## src/rtl/pool_flatten_pkg.sv

```systemverilog
// Shared types and sizing for the pool/flatten stage that feeds the FC classifier.
// Build option: define POOL_RELU_EN to clamp pooled values at zero.
package pool_flatten_pkg;

    localparam int N_FEAT  = 64;
    localparam int POOL    = 2;
    localparam int LANES   = 4;
    localparam int N_BEATS = 16;

    localparam int WR_W   = $clog2(N_FEAT);
    localparam int BEAT_W = $clog2(N_BEATS);
    localparam int CNT_W  = (POOL > 1) ? $clog2(POOL) : 1;

    typedef logic signed [7:0] feat_t;

    typedef enum logic [1:0] {
        FILL,
        STREAM,
        WAIT_FLAG,
        RELEASE
    } state_t;

endpackage

```

## src/rtl/pool_max_unit.sv

```systemverilog
// Running signed max over non-overlapping POOL-sample windows; strobes the pooled value.
// Build option: POOL_RELU_EN clamps the pooled value at zero before it leaves the unit.
module pool_max_unit
    import pool_flatten_pkg::*;
(
    input  logic       clk,
    input  logic       rst,
    input  logic       accept,
    input  logic [7:0] in_data,
    output logic [7:0] pool_val,
    output logic       pool_wr
);

    logic [CNT_W-1:0] pool_cnt_q, pool_cnt_d;
    feat_t            max_q, max_d;
    feat_t            cand;

    // NOTE: every output of this block gets a default first, so no path can infer a latch.
    always_comb begin
        cand = feat_t'(in_data);
        // Later samples in a window only replace the running max when strictly greater.
        if (pool_cnt_q != '0 && max_q >= cand) begin
            cand = max_q;
        end

        pool_cnt_d = pool_cnt_q;
        max_d      = max_q;
        pool_wr    = 1'b0;
`ifdef POOL_RELU_EN
        pool_val   = cand[7] ? 8'd0 : cand;
`else
        pool_val   = cand;
`endif

        if (accept) begin
            max_d = cand;
            if (pool_cnt_q == CNT_W'(POOL - 1)) begin
                pool_cnt_d = '0;
                pool_wr    = 1'b1;
            end else begin
                pool_cnt_d = pool_cnt_q + 1'b1;
            end
        end
    end

    // NOTE: sequential state uses non-blocking assignments so every flop samples pre-edge values.
    always_ff @(posedge clk or negedge rst) begin
        if (!rst) begin
            pool_cnt_q <= '0;
            max_q      <= -8'sd128;
        end else begin
            pool_cnt_q <= pool_cnt_d;
            max_q      <= max_d;
        end
    end

endmodule

```

## src/rtl/pool_flatten_seq.sv

```systemverilog
// Max-pools the conv stream into a feature buffer, then streams it to the FC stage and
// collects the class decision. Build option: POOL_RELU_EN (handled in pool_max_unit).
module pool_flatten_seq
    import pool_flatten_pkg::*;
(
    input  logic               clk,
    input  logic               rst,
    input  logic               in_valid,
    input  logic [7:0]         in_data,
    output logic               in_ready,
    output logic               fc_en,
    output logic [LANES*8-1:0] fc_in,
    input  logic               fc_flag,
    input  logic [1:0]         fc_class,
    output logic [1:0]         result,
    output logic               result_valid,
    output logic               busy
);

    state_t              state_q, state_d;
    logic [WR_W-1:0]     wr_idx_q, wr_idx_d;
    logic [BEAT_W-1:0]   beat_q, beat_d;
    logic                fc_en_q, fc_en_d;
    logic [LANES*8-1:0]  fc_in_q, fc_in_d;
    logic [1:0]          result_q, result_d;
    logic                result_valid_q, result_valid_d;
    logic [WR_W-1:0]     rd_base;

    logic [7:0]          pool_val;
    logic                pool_wr;
    logic                accept;
    feat_t               feat_mem [N_FEAT];

    assign in_ready = (state_q == FILL);
    assign busy     = (state_q != FILL);
    assign accept   = in_valid && in_ready;

    pool_max_unit u_pool (
        .clk      (clk),
        .rst      (rst),
        .accept   (accept),
        .in_data  (in_data),
        .pool_val (pool_val),
        .pool_wr  (pool_wr)
    );

    // NOTE: the feature buffer has no reset; every entry is rewritten before it is streamed.
    always_ff @(posedge clk) begin
        if (pool_wr) begin
            feat_mem[wr_idx_q] <= feat_t'(pool_val);
        end
    end

    always_comb begin
        state_d        = state_q;
        wr_idx_d       = wr_idx_q;
        beat_d         = beat_q;
        result_d       = result_q;
        result_valid_d = 1'b0;

        unique case (state_q)
            FILL: begin
                if (pool_wr) begin
                    if (wr_idx_q == WR_W'(N_FEAT - 1)) begin
                        wr_idx_d = '0;
                        beat_d   = '0;
                        state_d  = STREAM;
                    end else begin
                        wr_idx_d = wr_idx_q + 1'b1;
                    end
                end
            end
            STREAM: begin
                if (beat_q == BEAT_W'(N_BEATS - 1)) begin
                    beat_d  = '0;
                    state_d = WAIT_FLAG;
                end else begin
                    beat_d = beat_q + 1'b1;
                end
            end
            WAIT_FLAG: begin
                if (fc_flag) begin
                    result_d       = fc_class;
                    result_valid_d = 1'b1;
                    state_d        = RELEASE;
                end
            end
            RELEASE: begin
                state_d = FILL;
            end
            default: begin
                state_d = FILL;
            end
        endcase

        // FC outputs are registered from the next state so data and enable line up on the wire.
        fc_en_d = (state_d == STREAM) || (state_d == WAIT_FLAG);
        fc_in_d = '0;
        rd_base = WR_W'(int'(beat_d) * LANES);
        if (state_d == STREAM) begin
            for (int j = 0; j < LANES; j++) begin
                fc_in_d[j*8 +: 8] = feat_mem[rd_base + WR_W'(j)];
            end
        end
    end

    always_ff @(posedge clk or negedge rst) begin
        if (!rst) begin
            state_q        <= FILL;
            wr_idx_q       <= '0;
            beat_q         <= '0;
            fc_en_q        <= 1'b0;
            fc_in_q        <= '0;
            result_q       <= '0;
            result_valid_q <= 1'b0;
        end else begin
            state_q        <= state_d;
            wr_idx_q       <= wr_idx_d;
            beat_q         <= beat_d;
            fc_en_q        <= fc_en_d;
            fc_in_q        <= fc_in_d;
            result_q       <= result_d;
            result_valid_q <= result_valid_d;
        end
    end

    assign fc_en        = fc_en_q;
    assign fc_in        = fc_in_q;
    assign result       = result_q;
    assign result_valid = result_valid_q;

endmodule

```

## config.mk

```make
export PLATFORM = sky130hd
export DESIGN_NAME = pool_flatten_seq
export DESIGN_NICKNAME = d
export VERILOG_FILES = /design/src/rtl/pool_flatten_pkg.sv /design/src/rtl/pool_max_unit.sv /design/src/rtl/pool_flatten_seq.sv
export SDC_FILE = /design/constraint.sdc
export NUM_CORES = 1
export LEC_CHECK = 0
export CORE_MARGIN = 5
export CORE_UTILIZATION = 55
export DETAILED_ROUTE_END_ITERATION = 10
export PLACE_DENSITY = 0.72
export SYNTH_ARGS = -nofsm -noshare
export SYNTH_HDL_FRONTEND = slang
export SYNTH_SLANG_ARGS = --single-unit
```

## constraint.sdc

```tcl
create_clock -name clk -period 4.9 [get_ports clk]
set_input_delay 0.98 -clock clk [delete_from_list [all_inputs] [get_ports clk]]
set_output_delay 0.98 -clock clk [all_outputs]
set_load 0.03 [all_outputs]
```

After elaboration in Yosys (flattened, before gate mapping):

Memory sizes are Yosys's and may differ from the RTL's.
Index checks and enable logic that the tools add are counted.

* register bits after elaboration: 57
* bits in latches: 0
* RAM bits: 512
* bits in read-only memories: 0
* input bits: 14
* output and inout port bits: 38
* word-level logic and storage cells: 50
* memories: 1

Memory list
* feat_mem: depth 64, width 8, read ports 4, clocked after memory_dff 0, write ports 1, line pool_flatten_seq.sv:32 `feat_t feat_mem [N_FEAT];`

* add/subtract/negate cells: 6
* multiply operators: 0
* div/mod/pow operators: 0
* magnitude comparators: 1
* eq/ne operators: 7
* shift operators: 0
* multiplexer cells: 19
* bitwise operators: 0
* reductions and logical operators: 7

Operators with widths (number)
* $mux W32: 1
* $add A6 B1 Y6 const B: 2
* $add A6 B2 Y6 const B: 2
* $mux W4: 3
* $ge A8 B8 Y1: 1
* $mux W2: 4
* $mux W8: 1
* $pmux W2 S4: 1
* $pmux W4 S2: 1
* $mux W1: 7
* $eq A2 B2 Y1 const B: 3
* $eq A6 B6 Y1 const B: 1
* $mux W6: 1
* $add A4 B1 Y4 const B: 1
* $eq A2 B1 Y1 const B: 2
* $eq A4 B4 Y1 const B: 1
* $reduce_and A2 Y1: 2
* $logic_and A1 B1 Y1: 2
* $logic_not A2 Y1: 1
* $reduce_bool A2 Y1: 1
* $add A1 B1 Y1 const B: 1
* $logic_or A1 B1 Y1: 1

Logic depth before layout (Yosys ltp):

Gate-level depths: netlist of the first run.
An unclocked memory read counts as a cell.

* depth in word-level cells: 8
* depth in mapped cells: 11
* depth with buffers taken out: 9

Hierarchy:

A second synthesis of the first run with hierarchy kept.

* cells, all modules: 1926
* area, all modules: 24634.9 um^2

Modules (own cells, without submodules)
* pool_flatten_seq: instances 1, cells each 1868, area each 23966.7 um^2, seq. area each 16575.9 um^2
* pool_max_unit: instances 1, cells each 58, area each 668.1 um^2, seq. area each 226.5 um^2

Worst setup path before layout of the first run:

No wires, ideal clock.

* path kind: input to register
* start: input in_data[0]
* end: memory feat_mem[0][0] in the netlist's numbering (data pin)
* setup time: 0.351 ns
* data arrival time: 2.784 ns
* required time: 4.549 ns
* path slack: 1.766 ns
* stages: 8
* buffers on the path: 0
* cell sequence: ha_1 nand2b_1 a21o_1 a21o_1 a21oi_1 o2111ai_1 nand2_1 mux2_2

* word-level cells in the longest chain between the ends: 3

Ends and longest elaborated chain
* from (decl): line pool_flatten_seq.sv:9 `input logic [7:0] in_data,`
* $ge A8 B8 Y1: line pool_max_unit.sv:22 `if (pool_cnt_q != '0 && max_q >= cand) begin`
* $logic_and A1 B1 Y1: line pool_max_unit.sv:22
* $mux W8 *: line pool_max_unit.sv:22
* net pool_val[0]: line pool_flatten_seq.sv:29 `logic [7:0] pool_val;`
* to (decl): line pool_flatten_seq.sv:32

The timed path passes the listed nets; every way through them passes the cells marked *.

Worst setup path in the final report of the first run:

* start: input in_data[0]
* end: memory feat_mem[46][5] in the netlist's numbering (data pin)

* word-level cells in the longest chain between the ends: 3

Ends and longest elaborated chain (line)
* $ge A8 B8 Y1: pool_max_unit.sv:22
* $logic_and A1 B1 Y1: pool_max_unit.sv:22
* $mux W8: pool_max_unit.sv:22
* net pool_val[5]: pool_flatten_seq.sv:29

The timed path passes the listed nets, and every way through them passes these cells.

==> Implementation_results.wiki, run 1 <==
{| class="wikitable"
! Metric !! Value
|-
| Run status || complete, no violations
|-
| H-Tree Level Count || 2
|-
| Actual slew at the worst max-slew pin || 1200 ps
|-
| Fraction of final layout cells with drive strength greater than 1 || 11.8%
|-
| GRT Overall Usage || 21.7%
|-
| Antenna violations before repair || 0
|-
| Clock Tree Buf Depth || 3
|-
| Post-CTS repair timing setup buffer count || 0
|-
| Total CTS buffers || 56
|-
| Portion of the clock cycle consumed by the worst path in the final layout || 74.3%
|-
| Gates resized, CTS repair || 0
|-
| Routed via count || 11500
|-
| First-pass GRT wire length || 71900 µm
|-
| CTS sink cnt || 569
|-
| DR vias/cell || 5.99
|-
| Worst min-delay path category || in2async
|-
| Slowest stage cell, crit path || sky130_fd_sc_hd__mux2_2
|-
| Tmin final || 3640 ps
|-
| Ys async rst share || 10.0%
|-
| Number of DRC violations after detailed-routing iteration 0 || 913
|-
| Power Dens Cells || 610 mW/mm²
|-
| Max FO, Critical Path || 64
|-
| Gate count of the mapped netlist || 1247
|-
| Post-layout util || 63.2%
|-
| Number of placement rows || 73
|-
| Clock transition at the register clock pins on the worst setup and hold paths after CTS || 60 ps
|-
| Critical path cell sequence || clkdlybuf4s50_1 > ha_1 > nand2b_1 > a21o_1 > a21o_1 > a21oi_1 > o2111ai_1 > nand2_1 > mux2_2
|-
| Most frequent cell after synthesis || sky130_fd_sc_hd__edfxtp_1
|-
| Maximum number of pins on one net before global-route repair || 65
|-
| I/O pins || 52
|-
| Final net count || 1372
|-
| Leakage power summed over all cells || 8.75 nW
|-
| Post-synth top flop || sky130_fd_sc_hd__edfxtp_1
|-
| Number of iterations in the first detailed-routing pass || 5
|-
| Post-synth top cells || sky130_fd_sc_hd__edfxtp_1 (512), sky130_fd_sc_hd__mux2i_1 (256), sky130_fd_sc_hd__o22ai_1 (128)
|-
| CP startpoint kind || primary input
|-
| Count of final hold-check violations || 0
|-
| Placer congestion estimate || 0.778
|-
| Setup skew after layout || 11.2 ps
|-
| Post-synth top area cell || sky130_fd_sc_hd__edfxtp_1
|-
| Die outline area || 0.0443 mm²
|-
| Sequential-to-total area share from yosys stat || 76.0%
|-
| Type of the worst setup path || in2reg
|-
| Sum of overflow across all layers after global routing || 0
|-
| Remaining antenna violation count || 0
|-
| Most frequent CP cell || sky130_fd_sc_hd__a21o_1
|-
| Vias in the first global route || 11500
|-
| Top cells by area, synth || sky130_fd_sc_hd__edfxtp_1 (70%), sky130_fd_sc_hd__mux2i_1 (12%), sky130_fd_sc_hd__dfrtp_1 (6.3%)
|-
| Max Fclk || 275 MHz
|-
| Number of distinct library cell variants in the gate-level netlist after synthesis || 46
|-
| Headroom to the max-slew limit || 19.9%
|-
| Layout Area Growth over Synthesis || 13.7%
|-
| Setup TNS after final layout || 0 ps
|-
| Setup-failing EPs final || 0
|-
| Count of antenna diodes in the layout || 0
|-
| Area of the core || 0.0397 mm²
|-
| Buffers and inverters on the worst path || 1
|-
| Number of warnings issued by yosys || 0
|-
| Starting Density || 55.6%
|-
| CP peak stage delay || 1040 ps
|-
| Half-perimeter wire length after detailed placement || 27100 µm
|-
| Endpoint kind of the worst setup timing path || flop
|-
| Clk Latency, worst-skew pair || 600 ps
|-
| Clock Tree Root || sky130_fd_sc_hd__clkbuf_16
|-
| Clock tree from TritonCTS || done
|-
| Nets in the synthesized netlist || 1272
|-
| Max-slew violation count || 0
|-
| Average detailed-routed wire length per instance || 25.1 µm
|-
| Unrepaired setup endpoints after global routing || false
|-
| Overall die height || 210 µm
|-
| EDFF count, synth || 512
|-
| Share of the synthesized area in the top cell type || 69.6%
|-
| Combined area of all synthesized cells || 0.0221 mm²
|-
| Data arrival time of the worst path || 3870 ps
|-
| Peak supply drop || 0.000428 V
|-
| Syn Area/Cell || 17.7 µm²
|-
| Number of synthesized register bits || 569
|-
| Width of the chip || 210 µm
|-
| Cts-stage hold buffer count || 0
|-
| Number of port buffers || 51
|-
| Drc violations || 0
|-
| Total length of routed wires || 48200 µm
|-
| Number of maximum-capacitance violations || 0
|-
| Delay-heaviest family, CP || multiplexers
|-
| Required @ worst endpoint || 5120 ps
|}
## layer usage
| layer | vias up | track usage [%] | part of all wire [%] |
|---|---|---|---|
| li1 | 5162 | - | - |
| met1 | 5825 | 29.4 | 41 |
| met2 | 412 | 36.6 | 50 |
| met3 | 104 | 3.45 | 6.5 |
| met4 | 0 | 7.31 | 2.9 |
| met5 | - | 0 | 0 |
## cell usage in the layout (no fill, tap or decap), types with 6 or more instances in the layout
| master | n |
|---|---|
| sky130_fd_sc_hd__clkinv_2 | 13 |
| sky130_fd_sc_hd__a21oi_1 | 6 |
| sky130_fd_sc_hd__clkbuf_16 | 57 |
| sky130_fd_sc_hd__clkinv_1 | 12 |
| sky130_fd_sc_hd__nand3_1 | 7 |
| sky130_fd_sc_hd__nor2_1 | 76 |
| sky130_fd_sc_hd__edfxtp_1 | 512 |
| sky130_fd_sc_hd__o41a_1 | 32 |
| sky130_fd_sc_hd__clkdlybuf4s50_1 | 50 |
| sky130_fd_sc_hd__nand2_1 | 23 |
| sky130_fd_sc_hd__inv_1 | 17 |
| sky130_fd_sc_hd__mux2i_1 | 256 |
| sky130_fd_sc_hd__ha_1 | 11 |
| sky130_fd_sc_hd__clkbuf_1 | 11 |
| sky130_fd_sc_hd__buf_4 | 49 |
| sky130_fd_sc_hd__dfrtp_1 | 56 |
| sky130_fd_sc_hd__o22ai_1 | 128 |
| sky130_fd_sc_hd__mux2_2 | 18 |
## flip-flops by register name, indices dropped and copies added, names as in the netlist
signal and flops:
wr_idx_q 6, state_q 2, feat_mem 512, beat_q 4, result 2, u_pool.pool_cnt_q 1
result_valid 1, fc_in 32, u_pool.max_q 8, fc_en 1
## logic make-up (layout without fill, tap and decap cells)
logic type | after synthesis | count (layout) | share of synthesized area, %
flops | 569 | 569 | 76.0
mux | 275 | 275 | 12.6
compound gates | 179 | 179 | 5.85
simple gates | 128 | 128 | 2.67
buf+inv | 81 | 228 | 2.08
fa+ha+maj | 11 | 11 | 0.623
xor+xnor | 4 | 4 | 0.159
## metrics by stage
step           total power, mW  worst slack, ps  instances  hold WS (ps)  cell area [µm²]
2_1_floorplan             9.89             1770       1247           480            22100
6_report                  15.3             1260       1919           305            25100
5_1_grt                   15.9             1090       1919           327            25100
3_3_place_gp              11.2              751       1814           492            23400
4_1_cts                   15.4             1310       1919           314            25100
3_5_place_dp              11.3              680       1814           501            23400
## final timing paths
path / cells after the start / slack, ps / end / startpoint
min in group clk: 1 / 510 / result[1]$_DFFE_PN0P_ / result[1]$_DFFE_PN0P_
max in group asynchronous: 2 / 3520 / fc_in[7]$_DFF_PN0_ / rst
min reg2reg: 1 / 510 / result[1]$_DFFE_PN0P_ / result[1]$_DFFE_PN0P_
max: 9 / 1260 / feat_mem[46][5]$_DFFE_PP_ / in_data[0]
min: 1 / 310 / fc_in[29]$_DFF_PN0_ / rst
max reg2reg: 10 / 1540 / fc_in[30]$_DFF_PN0_ / beat_q[0]$_DFF_PN0_
## area by class of cell
class	count	area (µm²)
Clock buffer	73	1540
Clock inverter	32	234
Fill cell	2762	14600
Inverter	18	67.6
Multi-Input combinational cell	597	4850
Sequential cell	569	16800
Tap cell	525	657
Timing Repair Buffer	105	973
## power breakdown
group          internal [mW]  leakage (nW)  switching [mW]  total [mW]
clock network           2.36         0.877            1.75        4.12
registers               6.27          5.35           0.143        6.42
logic                   1.72          2.52            3.08        4.80
total                   10.4          8.75            4.98        15.3
No activity file was read; power rests on OpenSTA's default activity.
==> run 2: changes to the inputs <==
Clock period 4.9 ns to 3.5 ns, I/O delays scaled along.
==> Implementation_results.wiki, run 2 (same netlist as run 1, synthesis figures left out) <==
{| class="wikitable"
! Metric !! Value
|-
| H-Tree Level Count || 2
|-
| Total CTS buffers || 55
|-
| Met2 demand-to-capacity share in global routing || 39.1%
|-
| Max-slew violation count || 0
|-
| Setup-failing EPs final || 0
|-
| Die outline area || 0.0443 mm²
|-
| Starting Density || 55.6%
|-
| Routed via count || 12100
|-
| CTS sink cnt || 569
|-
| Count of antenna diodes in the layout || 0
|-
| Most common cell after layout, fill and taps aside || sky130_fd_sc_hd__edfxtp_1
|-
| Number of DRC violations after detailed-routing iteration 0 || 1077
|-
| Setup skew after layout || 18.9 ps
|-
| Worst min-delay path category || in2async
|-
| Gates resized, CTS repair || 0
|-
| Number of maximum-capacitance violations || 0
|-
| Area of all sequential standard cells || 0.0168 mm²
|-
| Width of the chip || 210 µm
|-
| Remaining antenna violation count || 0
|-
| Maximum number of pins on one net before global-route repair || 65
|-
| Clk Latency, worst-skew pair || 590 ps
|-
| Vias in the first global route || 12100
|-
| Actual slew at the worst max-slew pin || 990 ps
|-
| Number of iterations in the first detailed-routing pass || 5
|-
| Sum of overflow across all layers after global routing || 0
|-
| Antenna violations before repair || 0
|-
| Type of the worst setup path || reg2reg
|-
| I/O pins || 52
|-
| Top library cells by usage in the layout, fill and taps aside || sky130_fd_sc_hd__edfxtp_1 (512), sky130_fd_sc_hd__mux2i_1 (256), sky130_fd_sc_hd__o22ai_1 (128)
|-
| Number of port buffers || 51
|-
| Clock tree from TritonCTS || done
|-
| Tmin final || 3120 ps
|-
| Unrepaired setup endpoints after global routing || false
|-
| Total length of routed wires || 51900 µm
|-
| Post-layout util || 65.6%
|-
| Max FO, Critical Path || 30
|-
| Total instance count after detailed placement || 1890
|-
| Required @ worst endpoint || 3960 ps
|-
| First-pass GRT wire length || 77000 µm
|-
| Power Dens Cells || 866 mW/mm²
|-
| Clock Tree Buf Depth || 3
|-
| Layout Area Growth over Synthesis || 18.0%
|-
| FILL cells || 2658
|-
| Number of flip-flops in the largest register || 512
|-
| Met3 GRT Util || 4.14%
|-
| Met1 Use GR || 31.7%
|-
| CP startpoint kind || flop
|-
| Leakage power summed over all cells || 9.28 nW
|-
| Count of final hold-check violations || 0
|-
| Multi-input logic area || 0.00485 mm²
|-
| DR vias/cell || 6.08
|-
| Max Fclk || 321 MHz
|-
| Placer congestion estimate || 0.810
|-
| Drc violations || 0
|-
| Number of non-filler instances in the completed layout || 1993
|-
| Portion of the clock cycle consumed by the worst path in the final layout || 89.1%
|-
| Data arrival time of the worst path || 3580 ps
|-
| Post-CTS repair timing setup buffer count || 0
|-
| Headroom to the max-slew limit || 34.0%
|-
| Run status || complete, no violations
|-
| Fraction of final layout cells with drive strength greater than 1 || 16.3%
|-
| Endpoint kind of the worst setup timing path || flop
|-
| Setup TNS after final layout || 0 ps
|-
| Peak supply drop || 0.000520 V
|-
| Overall die height || 210 µm
|-
| Half-perimeter wire length after detailed placement || 31000 µm
|-
| Average detailed-routed wire length per instance || 26.0 µm
|-
| CP peak stage delay || 460 ps
|-
| Busiest layer in global routing || met2
|-
| Clock Tree Root || sky130_fd_sc_hd__clkbuf_16
|-
| Slowest stage cell, crit path || sky130_fd_sc_hd__dfrtp_1
|-
| Final net count || 1447
|-
| Register containing the most flip-flops in the final layout || feat_mem
|-
| Clock transition at the register clock pins on the worst setup and hold paths after CTS || 60 ps
|-
| Number of placement rows || 73
|-
| GRT Overall Usage || 23.5%
|-
| Area of the core || 0.0397 mm²
|-
| Critical path cell sequence || ha_1 > and3_1 > nor3_1 > a21oi_1 > a31oi_4 > buf_12 > mux2i_1 > o22ai_1 > buf_4 > o41a_1
|-
| Cts-stage hold buffer count || 0
|}
## run 2: cell types whose count changed in the layout (fill, tap and decap cells not counted), moves of 2 or more
| cell | change |
|---|---|
| sky130_fd_sc_hd__bufinv_16 | +4 |
| sky130_fd_sc_hd__clkinv_2 | -2 |
| sky130_fd_sc_hd__buf_4 | +51 |
| sky130_fd_sc_hd__clkinvlp_4 | +2 |
| sky130_fd_sc_hd__clkbuf_8 | -3 |
| sky130_fd_sc_hd__buf_12 | +25 |
| sky130_fd_sc_hd__inv_6 | -2 |
## run 2: path summary, 6_finish.rpt
check / startpoint / slack, ps / cells past startpoint / end
setup / recovery: beat_q[0]$_DFF_PN0_ / 380 / 10 / fc_in[9]$_DFF_PN0_
hold / removal: rst / 350 / 2 / fc_in[29]$_DFF_PN0_
setup reg to reg: beat_q[0]$_DFF_PN0_ / 380 / 10 / fc_in[9]$_DFF_PN0_
hold reg to reg: result[0]$_DFFE_PN0P_ / 500 / 1 / result[0]$_DFFE_PN0P_
max in group asynchronous: rst / 2500 / 2 / fc_in[4]$_DFF_PN0_
min in group clk: result[0]$_DFFE_PN0P_ / 500 / 1 / result[0]$_DFFE_PN0P_
## run 2: metal layers
| metal | vias up | wire length, µm |
|---|---|---|
| met5 | - | 0 |
| met4 | 0 | 1880 |
| met3 | 127 | 3880 |
| met2 | 508 | 26000 |
| met1 | 6174 | 20200 |
| li1 | 5316 | - |
## run 2: worst max-delay path: cells and delay by family, from the launching register on
kind / cells / cell delay, ps
AOI/OAI and AO/OA: 4 / 1010
DFF: 1 / 460
buffers and inverters: 2 / 450
and+or+nand+nor: 2 / 420
muxes: 1 / 360
adders and majority gates: 1 / 260
## run 2: cell type report
type / count / share of cell area (%)
clock buffer: 69 / 5.72
clock inverter: 34 / 1.31
inverter: 18 / 0.259
multi-input combinational: 597 / 18.6
sequential: 569 / 64.5
tap: 525 / 2.52
timing repair buffer: 181 / 7.12
## run 2: metrics by stage
step	hold slack (ps)	instance area (µm²)	total power, mW	setup slack [ps]
6_report	352	26100	22.6	380
5_1_grt	420	26100	23.4	243
4_1_cts	365	26100	22.7	391
3_5_place_dp	494	24200	16.7	92.1
3_3_place_gp	487	24200	16.5	98.1
2_1_floorplan	404	22100	13.8	646
## run 2: power breakdown
part / internal, mW / switching, mW
clock network: 3.52 / 2.44
logic: 3.11 / 4.56
registers: 8.73 / 0.221
==> run 3: changes to the inputs <==
Settings changed: CORE_UTILIZATION 55 to 33, GPL_TIMING_DRIVEN set to 0, PLACE_DENSITY 0.72 to unset, REMOVE_ABC_BUFFERS set to 1.
==> Implementation_results.wiki, run 3 (same netlist as run 1, synthesis figures left out) <==
{| class="wikitable"
! Metric !! Value
|-
| Number of port buffers || 51
|-
| Power Dens Cells || 876 mW/mm²
|-
| Post-layout util || 38.8%
|-
| Number of DRC violations after detailed-routing iteration 0 || 866
|-
| Failing checks || setup timing
|-
| Area of the core || 0.0661 mm²
|-
| Required @ worst endpoint || 3690 ps
|-
| Setup-failing EPs final || 256
|-
| Number of iterations in the first detailed-routing pass || 5
|-
| Clock Tree Buf Depth || 3
|-
| CP startpoint kind || primary input
|-
| Worst min-delay path category || reg2reg
|-
| Count of antenna diodes in the layout || 0
|-
| Sum of overflow across all layers after global routing || 0
|-
| Worst setup slack after layout || -175 ps
|-
| Count of final hold-check violations || 0
|-
| Remaining antenna violation count || 0
|-
| DR vias/cell || 4.97
|-
| Top library cells by usage in the layout, fill and taps aside || sky130_fd_sc_hd__edfxtp_1 (512), sky130_fd_sc_hd__mux2i_1 (256), sky130_fd_sc_hd__o22ai_1 (128)
|-
| GRT Overall Usage || 13.3%
|-
| Area of all sequential standard cells || 0.0168 mm²
|-
| First-pass GRT wire length || 72600 µm
|-
| Total CTS buffers || 55
|-
| Final net count || 1336
|-
| Setup skew after layout || 13.4 ps
|-
| Endpoint kind of the worst setup timing path || flop
|-
| FILL cells || 5942
|-
| Drc violations || 0
|-
| Placer congestion estimate || 0.758
|-
| Starting Density || 33.4%
|-
| Actual slew at the worst max-slew pin || 1390 ps
|-
| Vias in the first global route || 11500
|-
| CTS sink cnt || 569
|-
| Data arrival time of the worst path || 3860 ps
|-
| Run status || finished, violations left
|-
| Clock tree from TritonCTS || done
|-
| Die outline area || 0.0722 mm²
|-
| Maximum number of pins on one net before global-route repair || 65
|-
| Leakage power summed over all cells || 8.73 nW
|-
| Half-perimeter wire length after detailed placement || 28200 µm
|-
| Number of placement rows || 94
|-
| Width of the chip || 269 µm
|-
| Multi-input logic area || 0.00494 mm²
|-
| Max-slew violation count || 0
|-
| Number of maximum-capacitance violations || 0
|-
| Fraction of final layout cells with drive strength greater than 1 || 10.3%
|-
| Portion of the clock cycle consumed by the worst path in the final layout || 105%
|-
| Average detailed-routed wire length per instance || 21.9 µm
|-
| Type of the worst setup path || in2reg
|-
| Max Fclk || 272 MHz
|-
| Routed via count || 11000
|-
| I/O pins || 52
|-
| Layout Area Growth over Synthesis || 16.2%
|-
| Max FO, Critical Path || 64
|-
| Most common cell after layout, fill and taps aside || sky130_fd_sc_hd__edfxtp_1
|-
| Register containing the most flip-flops in the final layout || feat_mem
|-
| Tmin final || 3670 ps
|-
| Clock Tree Root || sky130_fd_sc_hd__clkbuf_16
|-
| Peak supply drop || 0.000619 V
|-
| Clk Latency, worst-skew pair || 600 ps
|-
| Clock transition at the register clock pins on the worst setup and hold paths after CTS || 60 ps
|-
| H-Tree Level Count || 2
|-
| Number of flip-flops in the largest register || 512
|-
| Antenna violations before repair || 0
|-
| Unrepaired setup endpoints after global routing || true
|-
| Final Total Pwr || 22.5 mW
|-
| Headroom to the max-slew limit || 7.06%
|-
| Overall die height || 269 µm
|-
| Total length of routed wires || 48600 µm
|}
[run 3: repair_timing]
action	4_1_cts	5_1_grt
setup endpoints to repair	467	274
hold endpoints to repair	13	0
hold buffers	1	0
buffers inserted	2	0
pin swaps	0	0
gates resized for setup	2	7
gates cloned	0	0
[run 3: layout make-up]
type | instances | area share [%]
Clock buffer | 76 | 6.22
Clock inverter | 26 | 1.07
Inverter | 18 | 0.263
Multi-Input combinational cell | 597 | 19.2
Sequential cell | 569 | 65.5
Tap cell | 864 | 4.21
Timing Repair Buffer | 70 | 3.53
[run 3: power breakdown]
part / leakage [nW] / switching [mW] / total, mW / internal, mW
clock: 0.922 / 2.45 / 6.06 / 3.61
sequential: 5.35 / 0.187 / 8.97 / 8.79
combinational: 2.46 / 4.75 / 7.44 / 2.69
[run 3: worst paths after layout]
path	startpoint	end	slack, ps	depth (start not counted)
max reg2reg	u_pool.max_q[0]$_DFFE_PN0N_	feat_mem[40][4]$_DFFE_PP_	30	9
min	result[1]$_DFFE_PN0P_	result[1]$_DFFE_PN0P_	510	1
max	in_data[0]	feat_mem[40][4]$_DFFE_PP_	-170	9
max in group asynchronous	rst	u_pool.max_q[7]$_DFFE_PN1N_	2400	3
min in group asynchronous	rst	fc_in[8]$_DFF_PN0_	530	2
min reg2reg	result[1]$_DFFE_PN0P_	result[1]$_DFFE_PN0P_	510	1
[run 3: layer usage]
| layer | wire, µm | GRT usage [%] | vias to the layer above |
|---|---|---|---|
| met5 | 0 | 0 | - |
| met4 | 979 | 3.55 | 0 |
| met3 | 2240 | 2.08 | 62 |
| met2 | 24400 | 22.7 | 238 |
| met1 | 21000 | 17.9 | 5643 |
| li1 | - | - | 5090 |
[run 3: stage by stage]
stage	instance area, µm²	std cells	hold slack, ps	TNS [ps]	setup slack (ps)
after detailed placement	23700	2115	501	-371230	-795
after global placement	23300	2099	490	-1261010	-27840
after floorplan	21700	1184	404	-608000	-18570
after global routing	25700	2220	525	-74010	-330
after CTS	25600	2220	515	-40480	-176
final	25700	2220	511	-29030	-175
[run 3: worst max-delay path: stages]
cell,delay [ps]
sky130_fd_sc_hd__clkdlybuf4s50_1,450
sky130_fd_sc_hd__ha_1,300
sky130_fd_sc_hd__nand2b_1,140
sky130_fd_sc_hd__a21o_1,180
sky130_fd_sc_hd__a21o_1,180
sky130_fd_sc_hd__a21oi_1,180
sky130_fd_sc_hd__o2111ai_1,150
sky130_fd_sc_hd__nand2_1,370
sky130_fd_sc_hd__mux2_2,1170
==> variant 1: new RTL, settings of run 1 <==
Encoding of `state_t`: now one-hot (4 bits for 4 states).
--- a/src/rtl/pool_flatten_pkg.sv
+++ b/src/rtl/pool_flatten_pkg.sv
@@ -15,7 +15,7 @@
 
-    typedef enum logic [1:0] {
-        FILL,
-        STREAM,
-        WAIT_FLAG,
-        RELEASE
+    typedef enum logic [3:0] {
+        FILL      = 4'b0001,
+        STREAM    = 4'b0010,
+        WAIT_FLAG = 4'b0100,
+        RELEASE   = 4'b1000
     } state_t;
Function: no difference found for any inputs over 4 cycles, from zero or initial values and one cycle with rst low; so few cycles prove little.
==> variant 1 against run 1 <==
  * Sequential cell count grew 2
  * Cell area grew 1.9%
  * Synthesized area grew 2.2%
  * Worst setup slack lost 0.53 ns
  * Wire length grew 13%
  * First-iteration DRC count grew 76%
  * Core utilization shrank 0.39 points
  * Critical endpoint is now fc_in[21]$_DFF_PN0_
  * Fmax shrank 13%
  * Largest cell class unchanged
Power is not compared: it rests on default switching activity, and its combinational part moved more than twofold at a synthesized area within 25%.
==> variant 1: results (changes against run 1) <==
Placement
  • DP Cell Count: 2239 (+23%)
  • Post-DP HPWL: 31600 um (+16%)
  • Placer Congestion: 0.837 (+7.6%)

Routing
  • Iteration-0 DRC Markers: 1604 (+76%)
  • Detailed-routing iteration count for the pre-antenna-repair pass: 6 (+1)
  • Vias per Instance: 6.04 (+0.80%)
  • Mean routed wirelength per cell: 23.2 um (-7.6%)

Synth
  • Adder-Cell Fraction of Synth Area: 0.554% (-0.069 points)
  • Yosys cell types: 54 (+17%)
  • Commonest cells post-synth: edfxtp_1, nand2_1, nand3_1
  • Compound-gate portion of the synthesized area: 6.09% (+0.23 points)
  • Ys async rst share: 10.3% (+0.32 points)
  • Area contributors post-synth: edfxtp_1, nand2_1, dfrtp_1, nand3_1, a21oi_1

Cells and area
  • Fraction of area in multi-input gates: 20.5% (+1.2 points)
  • ClkCell Share: 6.96% (-0.083 points)
  • Non-clk buf share: 3.84% (-0.033 points)
  • Multi-input combinational gate total: 1013 (+70%)
  • Inverters, non-clock: 15 (-3)
  • Layout cells sized above 1: 9.57% (-2.3 points)

Global routing
  • GR met1 Demand/Resource: 35.5% (+6.1 points)
  • All-layer global routing usage: 24.4% (+2.7 points)
  • Vias in the first global route: 14100 (+23%)
  • First-pass GRT wire length: 84100 um (+17%)
  • Initial antenna violation count: 2 (+2)
  • Met2 GRT Util: 38.0% (+1.3 points)

Outcome
  • Status: complete, no violations

Critical path
  • Worst Path Max Fanout: 34 (-47%)
  • WS Path Type: flop to flop
  • Largest incremental delay on the critical path: 0.67 ns (-0.37 ns)
  • Worst R2R End: fc_in[21]$_DFF_PN0_
  • FF-to-FF path depth: 9 (-1)

Timing
  • Worst Skew: 0.0141 ns (+0.00292 ns)

Clock network
  • CTS buffer count: 54 (-3.6%)
  • Clock insertion delay at the later pin of the skew report: 0.58 ns (-0.02 ns)
variant 1: metrics by stage:
| step | setup slack [ns] | hold WS, ns | instance area [um^2] |
|---|---|---|---|
| floorplan | 1.73 | 0.485 | 22600 |
| global placement | 0.495 | 0.489 | 23800 |
| detailed placement | 0.454 | 0.499 | 23800 |
| CTS | 0.778 | 0.499 | 25600 |
| global route | 0.532 | 0.535 | 25600 |
| finish | 0.727 | 0.492 | 25600 |
variant 1: worst max-delay path: cells and delay by family, from the launching register on:
| family | cells | cell delay (ns) |
|---|---|---|
| DFF | 1 | 0.58 |
| and+or+nand+nor | 3 | 1.38 |
| buffers and inverters | 2 | 0.82 |
| AOI/OAI and AO/OA | 4 | 1.21 |
variant 1: cells by family (layout without fill, tap and decap cells):
logic type / after synthesis / in the layout
adders and majority gates: 10 / 10
buffers and inverters: 123 / 224
and+or+nand+nor: 732 / 732
xor gates and xnor gates: 5 / 5
muxes: 52 / 52
DFF: 571 / 571
AOI/OAI and AO/OA: 214 / 214
variant 1: per-layer routing:
| metal | vias up | part of all wire (%) |
|---|---|---|
| li1 | 6363 | - |
| met1 | 6984 | 42 |
| met2 | 681 | 47 |
| met3 | 109 | 8.3 |
| met4 | 2 | 3.1 |
| met5 | - | 0.035 |
variant 1: how the worst max path moves through the flow:
stage,start,slack [ns],depth (start not counted),end
after floorplan,in_data[0],1.73,8,feat_mem[0][0]$_DFFE_PP_
after global placement,in_valid,0.49,10,fc_in[26]$_DFF_PN0_
after detailed placement,in_valid,0.45,10,fc_in[4]$_DFF_PN0_
after CTS,state_q[0]$_DFF_PN1_,0.78,9,fc_in[21]$_DFF_PN0_
after global routing,state_q[0]$_DFF_PN1_,0.53,9,fc_in[21]$_DFF_PN0_
final,state_q[0]$_DFF_PN1_,0.73,9,fc_in[21]$_DFF_PN0_
==> variant 2: new RTL, flow settings as in run 1 <==
Without the edit above. The option `POOL_RELU_EN` is turned on by a define.
--- a/src/rtl/pool_max_unit.sv
+++ b/src/rtl/pool_max_unit.sv
@@ -2,2 +2,4 @@
 // Build option: POOL_RELU_EN clamps the pooled value at zero before it leaves the unit.
+`define POOL_RELU_EN
+
 module pool_max_unit
Formal check against the unedited RTL: same outputs for any inputs over 4 cycles, from zero or initial values and one cycle with rst low; that may be too few to reach the edited logic, so the function may still have changed.
==> variant 2 against run 1 <==
  * Wire length is 11% lower
  * Final cell count is 11% lower
  * Synthesized area shrank 11%
  * Worst setup slack got worse by 0.080 ns
  * Critical endpoint is now feat_mem[57][5]$_DFFE_PP_
  * Synthesized cell count is 9.7% lower
  * Sequential share of layout area shrank 0.33 points
  * Cell area down 12%
  * Sequential cell count down 68
  * Die area down 11%
  * Power shrank 7.9%
  * Fmax shrank 2.2%
==> variant 2: results (changes against run 1) <==
Synth
  • Yosys reg bits: 501 (-12%)
  • Synth Area in XOR/XNOR: 0.224% (+0.065 points)
  • Yosys cell types: 45 (-2.2%)
  • Commonest cells post-synth: edfxtp_1, mux2i_1, o22ai_1
  • Post-synth EDFFs: 448 (-13%)
  • Seq/Total Area, Yosys: 75.5% (-0.49 points)
  • Adder-Cell Fraction of Synth Area: 0.703% (+0.081 points)

Floorplan
  • Die area: 39400 um^2 (-11%)

Clock network
  • CTS buffer count: 50 (-11%)
  • Clock insertion delay at the later pin of the skew report: 0.57 ns (-0.03 ns)

Outcome
  • Status: complete, no violations

Timing
  • Max_slew headroom: 26.7% (+6.8 points)

Cells and area
  • Layout Nets: 1222 (-11%)
  • Nonclk buf count: 73 (-30%)
  • Sequential share of cell area: 66.6% (-0.33 points)
  • Layout cells sized above 1: 10.6% (-1.3 points)
  • Fillers: 2460 (-11%)
  • Multi-input combinational gate total: 554 (-7.2%)

Critical path
  • Crit-path slowest cell: a22o_2
  • Critical Path AT: 4.11 ns (+0.24 ns)
  • Reg2reg start: u_pool.max_q[0]$_DFFE_PN0N_
  • Largest incremental delay on the critical path: 0.72 ns (-0.32 ns)

Placement
  • Placer Congestion: 0.781 (+0.36%)
  • Placed Area: 20600 um^2 (-12%)

Power
  • Logic gate share of total power: 34.0% (+2.7 points)
  • Leak: 7.75 nW (-11%)

Routing
  • Iteration-0 DRC Markers: 933 (+2.2%)
  • Vias per Instance: 6.06 (+1.0%)
==> variant 2: layer usage <==
| metal | part of all wire (%) | global-route usage (%) | vias to the layer above |
|---|---|---|---|
| met2 | 51 | 37.3 | 427 |
| met4 | 2.3 | 5.57 | 0 |
| met5 | 0 | 0 | - |
| li1 | - | - | 4595 |
| met3 | 6.8 | 3.03 | 78 |
| met1 | 40 | 30.4 | 5196 |
==> variant 2: worst paths after layout <==
path | to | slack, ns | depth (start not counted)
setup / recovery | feat_mem[57][5]$_DFFE_PP_ | 1.18 | 10
hold / removal | fc_in[28]$_DFF_PN0_ | 0.50 | 1
setup reg to reg | feat_mem[57][5]$_DFFE_PP_ | 1.64 | 10
hold reg to reg | result[1]$_DFFE_PN0P_ | 0.51 | 1
max in group asynchronous | u_pool.max_q[7]$_DFFE_PN1N_ | 3.40 | 2
min in group clk | result[1]$_DFFE_PN0P_ | 0.51 | 1
==> variant 2: metrics by stage <==
step / cells / setup slack (ns)
after floorplan: 1129 / 1.31
after global placement: 1606 / 0.762
after detailed placement: 1606 / 0.655
after CTS: 1700 / 1.22
after global routing: 1700 / 0.964
final: 1700 / 1.18
==> variant 2: worst max-delay path, delay by kind of cell <==
family,cells,cell delay (ns)
and+or+nand+nor,1,0.66
adders and majority gates,1,0.27
buffers and inverters,3,0.90
AOI/OAI and AO/OA,5,1.27
==> variant 2: kinds of logic (layout without fill, tap and decap cells) <==
group                      count (synthesis)  in the layout
xor gates and xnor gates                   5              5
other                                      1              4
AOI/OAI and AO/OA                        168            168
and+or+nand+nor                          132            132
adders and majority gates                 11             11
buffers and inverters                     74            184
muxes                                    234            234
DFF                                      501            501
